<file path="config.mk">
export PLATFORM = sky130hd
export DESIGN_NAME = axi_rd_arbiter
export DESIGN_NICKNAME = d
export VERILOG_FILES = /design/src/rtl/axi_rd_arbiter.sv
export SDC_FILE = /design/constraint.sdc
export NUM_CORES = 1
export LEC_CHECK = 0
export CORE_ASPECT_RATIO = 0.75
export CORE_UTILIZATION = 18
export DETAILED_ROUTE_END_ITERATION = 8
export PLACE_DENSITY_LB_ADDON = 0.08
export SKIP_LAST_GASP = 1
export SYNTH_ARGS = -nofsm -noshare
export SYNTH_HDL_FRONTEND = slang
export SYNTH_SLANG_ARGS = --single-unit
</file>
<file path="constraint.sdc">
create_clock -name clk -period 1.6 [get_ports clk]
set_clock_uncertainty 0.1 [all_clocks]
set_input_delay 0.16 -clock clk [delete_from_list [all_inputs] [get_ports clk]]
set_output_delay 0.16 -clock clk [all_outputs]
set_load 0.005 [all_outputs]
</file>
<file path="src/rtl/axi_rd_arbiter.sv">
// Shares one AXI4-lite read port (AR/R) between IFU (m0) and LSU (m1), one single-beat read at a time.
// Build option ARB_RR_EN: round-robin on ties; otherwise fixed priority with m1 (LSU) over m0 (IFU).
module axi_rd_arbiter #(
   parameter int DATA_WIDTH = 32,
   parameter int ADDR_WIDTH = 32
) (
   input  logic                  clk,
   input  logic                  rst,
   input  logic                  m0_arvalid,
   output logic                  m0_arready,
   input  logic [ADDR_WIDTH-1:0] m0_araddr,
   output logic                  m0_rvalid,
   input  logic                  m0_rready,
   output logic [DATA_WIDTH-1:0] m0_rdata,
   output logic [1:0]            m0_rresp,
   input  logic                  m1_arvalid,
   output logic                  m1_arready,
   input  logic [ADDR_WIDTH-1:0] m1_araddr,
   output logic                  m1_rvalid,
   input  logic                  m1_rready,
   output logic [DATA_WIDTH-1:0] m1_rdata,
   output logic [1:0]            m1_rresp,
   output logic                  s_arvalid,
   input  logic                  s_arready,
   output logic [ADDR_WIDTH-1:0] s_araddr,
   input  logic                  s_rvalid,
   output logic                  s_rready,
   input  logic [DATA_WIDTH-1:0] s_rdata,
   input  logic [1:0]            s_rresp,
   output logic [1:0]            gnt
);

   typedef enum logic [1:0] {
      ST_IDLE = 2'd0,
      ST_AR   = 2'd1,
      ST_R    = 2'd2
   } state_t;

   state_t state_q, state_d;
   logic   owner_q, owner_d;
   logic   last_q, last_d;
   logic   pick;

   always_ff @(posedge clk or posedge rst) begin
      if (rst) begin
         state_q <= ST_IDLE;
         owner_q <= 1'b0;
         last_q  <= 1'b1;
      end else begin
         state_q <= state_d;
         owner_q <= owner_d;
         last_q  <= last_d;
      end
   end

`ifdef ARB_RR_EN
   // On a tie the master that was not served last wins; a lone requester always wins.
   always_comb begin
      if (m0_arvalid && m1_arvalid) begin
         pick = ~last_q;
      end else begin
         pick = m1_arvalid;
      end
   end
`else
   logic unused_last;

   assign pick        = m1_arvalid;
   assign unused_last = last_q;
`endif

   always_comb begin
      state_d = state_q;
      owner_d = owner_q;
      last_d  = last_q;
      case (state_q)
         ST_IDLE: begin
            if (m0_arvalid || m1_arvalid) begin
               state_d = ST_AR;
               owner_d = pick;
            end
         end
         ST_AR: begin
            if (s_arready) begin
               state_d = ST_R;
            end
         end
         ST_R: begin
            if (s_rvalid && s_rready) begin
               state_d = ST_IDLE;
               last_d  = owner_q;
            end
         end
         default: state_d = ST_IDLE;
      endcase
   end

   always_comb begin
      s_arvalid  = 1'b0;
      s_rready   = 1'b0;
      m0_arready = 1'b0;
      m1_arready = 1'b0;
      m0_rvalid  = 1'b0;
      m1_rvalid  = 1'b0;
      gnt        = 2'b00;
      case (state_q)
         ST_AR: begin
            s_arvalid  = 1'b1;
            m0_arready = ~owner_q & s_arready;
            m1_arready = owner_q & s_arready;
            gnt        = owner_q ? 2'b10 : 2'b01;
         end
         ST_R: begin
            s_rready  = owner_q ? m1_rready : m0_rready;
            m0_rvalid = ~owner_q & s_rvalid;
            m1_rvalid = owner_q & s_rvalid;
            gnt       = owner_q ? 2'b10 : 2'b01;
         end
         default: ;
      endcase
   end

   // Read data and response go to both masters; only rvalid is steered by the grant.
   assign s_araddr = owner_q ? m1_araddr : m0_araddr;
   assign m0_rdata = s_rdata;
   assign m1_rdata = s_rdata;
   assign m0_rresp = s_rresp;
   assign m1_rresp = s_rresp;

endmodule

</file>
==> results of run 1 <==
[final timing paths]
kind                              from           end  slack, ns  cells after the start
max                         state_q[0]    state_q[0]      -0.20                      6
min                                rst    state_q[1]       0.01                      2
max reg2reg                 state_q[0]    state_q[0]      -0.20                      6
min reg2reg                 state_q[1]    state_q[1]       0.56                      2
max in group asynchronous          rst       owner_q       1.25                      2
min in group clk           s_rdata[25]  m1_rdata[25]       0.22                      0
[cells in the mapped netlist]
cell type | instances | area, um2
clkbuf_1 | 1 | 3.750
nor3b_1 | 1 | 7.510
buf_1 | 2 | 7.510
mux2_2 | 32 | 360.4
mux2i_1 | 1 | 10.01
a2111oi_2 | 1 | 15.01
ha_1 | 3 | 37.54
nand2_1 | 3 | 11.26
and3_1 | 2 | 12.51
buf_4 | 68 | 510.5
and2_1 | 1 | 6.260
nor2b_1 | 4 | 25.02
inv_1 | 3 | 11.26
dfrtp_1 | 3 | 75.07
nor2_1 | 2 | 7.510
buf_2 | 1 | 5.000
a22o_1 | 1 | 8.760
mux2_1 | 2 | 22.52
[cells by family (layout without fill, tap and decap cells)]
logic type / Yosys count / in the layout / share of synthesized area
mux: 35 / 35 / 0.3454
simple gates: 13 / 13 / 0.06161
fa+ha+maj: 3 / 3 / 0.03301
compound gates: 2 / 2 / 0.02090
flops: 3 / 3 / 0.06600
buf+inv: 75 / 143 / 0.4730
[layout make-up]
cell class | count | area, um2
Fill cell | 594 | 3701
Timing Repair Buffer | 136 | 1330
Multi-Input combinational cell | 53 | 684.4
Tap cell | 78 | 97.59
Sequential cell | 3 | 76.32
Clock buffer | 4 | 45.04
Inverter | 3 | 11.26
[power by group]
part	internal (uW)	total (uW)	leakage, uW	switching, uW
clock network	170	220	0.0000228	49.9
logic	1810	2700	0.000964	889
registers	118	166	0.0000352	47.8
[placed cells by master, fill, tap and decap left out, types with 3 or more instances in the layout]
cell             synthesis  routed
buf_2                    1       8
clkdlybuf4s50_1          0      71
buf_6                    0      31
ha_4                     0       3
clkdlybuf4s15_1          0       3
buf_4                   68      10
clkbuf_2                 0       9
clkbuf_8                 0       3
mux2_4                   0      22
nor2b_1                  4       3
nand2_1                  3       3
mux2_2                  32      12
[state kept, by name, summed over array words and instances (netlist names)]
signal	count
state_q	2
owner_q	1
[routing by layer]
metal	GRT usage	vias to the layer above	routed length [um]
li1	-	500	-
met1	0.1606	511	2009
met2	0.2028	83	2075
met3	0.04624	15	536
met4	0.03932	0	40
met5	0	-	0
[stage by stage]
| step | total power (uW) | TNS [ns] |
|---|---|---|
| 2_1_floorplan | 1105 | -0.07137 |
| 3_3_place_gp | 2048 | -4.552 |
| 3_5_place_dp | 2059 | -5.968 |
| 4_1_cts | 2542 | -3.543 |
| 5_1_grt | 3274 | -3.038 |
| 6_report | 3089 | -1.905 |
[worst reg2reg max path, cell delays in order (launching register included)]
cell and delay (ns):
dfrtp_1 0.38, inv_2 0.06, buf_6 0.11, ha_4 0.16
nor2b_4 0.13, a2111oi_4 0.41, mux2_4 0.34
[repair_timing]
item                       in CTS  in global routing
setup buffers                  12                  8
resized for setup             148                 66
setup endpoints to repair      42                 38
pin swaps                       1                  2
gates cloned                    1                  2
==> out/metrics.cfg, run 1 <==
[sta]
finalMaxSlewViolations = 0
period_needed_ns = 1.800
setup_ws_ns = -0.2003
max_slew.worst_pin.slew_ns = 0.3585
finalSetupViolCount = 28
rsz0062_at_grt = yes
hold_viol_final = 0
fmax_mhz = 555.5
period_share = 1.125
max_slew_margin = 0.7610
hold_ws_ns = 0.01361

[cells_and_area]
layout-drive-gt1-share = 0.5477
fin_area_um2 = 2245
fin_util = 0.3775
antenna_cells = 0
fin_cells = 277
fin_nets = 309
area_growth_pct = 97.36

[clock_tree]
htree_levels = 1
holdBufCountCts = 0
cts_tree = done
numCtsBuffers = 3
clkLatencyLatePin_ns = 0.22
cts_root_buf = clkbuf_8
cts.path.max_buffers = 2
clk_pin_slew_ns = 0.03
cts.sink_count = 3

[synth]
netlist-cell-type-count = 18
syn_inst = 131
synth.avg_cell_area_um2 = 8.682
synth.cell_area_um2 = 1137
syn_nets = 240
ys_seq_area_frac = 0.06601
yosysWarnings = 0
synth_seq_cells = 3

[critical_path]
critPathLaunchType = flop
cp_max_fo = 3
end_kind = flop
crit_type = reg2reg
crit_buf_inv = 2
path_delay_family = compound AO/OA/AOI/OAI gates
crit_chain = inv_2 -> buf_6 -> ha_4 -> nor2b_4 -> a2111oi_4 -> mux2_4
cpPeakStageDelay_ns = 0.41
arrival_ns = 1.80
critPathSlowestCell = a2111oi_4
crit_required_ns = 1.60

[route]
drt_iter0_drc = 7
wl_per_cell_um = 16.83
vias = 1109
drtAntennaViolNets = 0
vias_per_cell = 4.004
post-route-drc-count = 0
dr.pass1.iters = 4
drt_wl_total_um = 4661

[placement]
finalWeightedCongestion = 0.7274
pre_cts_ws_ns = -0.1938
dpl_cell_area_um2 = 1899
place_hpwl_um = 3456
dpl.cell_count = 254
portBuffers = 111

[floorplanning]
die_height_um = 70.84
core_area_um2 = 5946
io-pin-count = 214
fp-row-count = 24
die_w_um = 93.79
die_area_um2 = 6644
initial_core_util = 0.1913

[global_route]
gr-total-overflow = 0
grt_antenna_before_repair = 0
first_global_vias = 1193
grt_usage = 0.1275
grt_pass1_wl_um = 6630
grt_max_degree = 11

[status]
violations = setup timing
status = finished with violations

[worst_hold_path]
hold_path.class = in2async

[pwr]
vdd_ir_drop_max_mv = 0.5306
power_density_nw_per_um2 = 1376
leakage_uw = 0.001022

[flow_run]
drv_cap = 0

Note: power is estimated with default switching activity, not from simulation.
==> inputs of run 2 (changes only) <==
- CTS_CLUSTER_DIAMETER: not set -> 40
- MAX_ROUTING_LAYER: not set -> met4
==> run 2 against run 1 <==
Compared with the run above:
- the flow still finishes with violations (setup timing)
- utilization hardly changed
- combinational power hardly changed
- power about the same
- first-iteration DRC count decreased by 14%
- sequential cell count is the same
- clock power is essentially flat
- die area did not move
- final cell count is the same
- worst hold slack worse by 0.0015 ns
- via count grew 1.1%
- count of clock-buffer cells in the layout is the same
- routed wire length did not move
- critical endpoint is now state_q[1]
==> out/metrics.cfg, run 2 (synthesized netlist as in run 1, its figures left out) <==
[pwr]
vdd_ir_drop_max_mv = 0.5225  ; was 0.5306 mV
power_uw = 3087  ; was 3089 uW
leakage_uw = 0.001024  ; was 0.001022 uW
power_density_nw_per_um2 = 1376  ; about the same

[clock_tree]
cts.path.max_buffers = 2  ; unchanged
clk_pin_slew_ns = 0.03  ; about the same
htree_levels = 1  ; unchanged
cts_tree = done  ; unchanged
cts.sink_count = 3  ; unchanged
clkLatencyLatePin_ns = 0.22  ; about the same
holdBufCountCts = 0  ; unchanged
numCtsBuffers = 3  ; unchanged
cts_root_buf = clkbuf_8  ; unchanged

[global_route]
grt_pass1_wl_um = 6610  ; was 6630 um
gr-total-overflow = 0  ; unchanged
first_global_vias = 1200  ; was 1193
grt_max_degree = 11  ; unchanged
grt_antenna_before_repair = 0  ; unchanged
grt_usage = 0.1315  ; was 0.1275

[placement]
finalWeightedCongestion = 0.7360  ; was 0.7274
portBuffers = 111  ; unchanged
place_hpwl_um = 3456  ; unchanged
pre_cts_ws_ns = -0.1938  ; unchanged

[floorplanning]
io-pin-count = 214  ; unchanged
core_area_um2 = 5946  ; unchanged
die_area_um2 = 6644  ; unchanged
die_height_um = 70.84  ; unchanged
die_w_um = 93.79  ; unchanged
initial_core_util = 0.1913  ; unchanged
fp-row-count = 24  ; unchanged

[sta]
max_slew_margin = 0.7614  ; was 0.7610
fmax_mhz = 555.6  ; was 555.5 MHz
finalMaxSlewViolations = 0  ; unchanged
period_needed_ns = 1.800  ; about the same
hold_viol_final = 0  ; unchanged
period_share = 1.125  ; about the same
finalSetupViolCount = 28  ; unchanged
max_slew.worst_pin.slew_ns = 0.3579  ; was 0.3585 ns
setup_ws_ns = -0.1998  ; was -0.2003 ns
rsz0062_at_grt = yes  ; unchanged

[cells_and_area]
fill_cells = 595  ; was 594
layout-drive-gt1-share = 0.5477  ; unchanged
multi_input_area_um2 = 684.4  ; unchanged
fin_nets = 309  ; unchanged
area_growth_pct = 97.25  ; was 97.36%
antenna_cells = 0  ; unchanged
final_common_cell = clkdlybuf4s50_1  ; unchanged
regMostFlops = state_q  ; unchanged
top_regs = state_q: 2 flops, owner_q: 1 flops  ; unchanged
regArea_um2 = 76.32  ; unchanged
final_cell_mix = clkdlybuf4s50_1 (71), buf_6 (31), mux2_4 (22)  ; unchanged
largest_reg_flops = 2  ; unchanged

[route]
dr.pass1.iters = 4  ; unchanged
wl_per_cell_um = 16.83  ; unchanged
drt_wl_total_um = 4661  ; unchanged
drt_iter0_drc = 6  ; was 7
vias = 1121  ; was 1109
vias_per_cell = 4.047  ; was 4.004
drtAntennaViolNets = 0  ; unchanged
post-route-drc-count = 0  ; unchanged

[critical_path]
cp_max_fo = 3  ; unchanged
crit_chain = inv_2 -> buf_6 -> ha_4 -> nor2b_4 -> a2111oi_4 -> mux2_4  ; unchanged
cpPeakStageDelay_ns = 0.40  ; was 0.41 ns
critPathSlowestCell = a2111oi_4  ; unchanged
rr_startpoint = state_q[0]  ; unchanged
crit_type = reg2reg  ; unchanged
crit_required_ns = 1.60  ; about the same
end_kind = flop  ; unchanged
reg2reg_slack_ns = -0.20  ; about the same
r2r.worst_path.cells = 6  ; unchanged
critPathLaunchType = flop  ; unchanged
regToRegEndpoint = state_q[1]  ; was state_q[0]
arrival_ns = 1.80  ; about the same

[status]
violations = setup timing  ; unchanged
status = finished with violations  ; unchanged

[flow_run]
drv_cap = 0  ; unchanged

[worst_hold_path]
hold_path.class = in2async  ; unchanged

run 2: cell count changes in the layout (fill, tap and decap cells not counted):
| cell | before | now |
|---|---|---|
| clkdlybuf4s15_1 | 3 | 2 |
| dlygate4sd2_1 | 0 | 1 |
run 2: area by class of cell:
| type | instances | share of cell area |
|---|---|---|
| timing repair buffer | 136 | 0.5923 |
| multi-input combinational | 53 | 0.3051 |
| tap | 78 | 0.04350 |
| sequential | 3 | 0.03402 |
| clock buffer | 4 | 0.02008 |
| inverter | 3 | 0.005020 |
run 2: report_power, final:
part	switching, uW	internal [uW]
Sequential	49.2	118
Combinational	888	1810
Clock	51.1	170
run 2: layer usage:
metal | track usage | wire length, um | vias up
met5 | - | 0 | -
met4 | 0.03932 | 51 | 0
met3 | 0.03978 | 488 | 17
met2 | 0.2028 | 2072 | 87
met1 | 0.1645 | 2048 | 516
li1 | - | - | 501
run 2: per-stage QoR:
step           cells  utilization  area [um2]  setup TNS, ns  hold slack (ns)
2_1_floorplan    131            -        1160       -0.07137          -0.1864
3_3_place_gp     254       0.3194        1899         -4.552           0.2201
3_5_place_dp     254       0.3194        1899         -5.968           0.2201
4_1_cts          271       0.3388        2014         -3.543          0.01748
5_1_grt          277       0.3773        2243         -3.047          0.04398
6_report         277       0.3773        2243         -2.051          0.01212
run 2: worst max-delay path by stage:
stage	cells after the start	end	slack, ns	startpoint
4_1_cts	5	s_araddr[5]	-0.20	owner_q
3_3_place_gp	3	s_araddr[31]	-0.15	owner_q
6_report	6	state_q[1]	-0.20	state_q[0]
2_1_floorplan	5	state_q[0]	-0.04	state_q[0]
3_5_place_dp	3	s_araddr[31]	-0.19	owner_q
5_1_grt	6	state_q[0]	-0.23	state_q[0]
run 2: what timing repair did:
item                       CTS  global route
resized for setup          148            65
pin swaps                    1             2
setup buffers               12             8
setup endpoints to repair   42            38
cloned                       1             2
run 2: worst max-delay path, delay by kind of cell (launching register included):
kind	cells	cell delay (ns)
AO/OA/AOI/OAI	1	0.40
buffers and inverters	2	0.17
multiplexers	1	0.34
adder cells (fa/ha/maj)	1	0.16
flip-flops	1	0.38
AND/OR/NAND/NOR	1	0.13
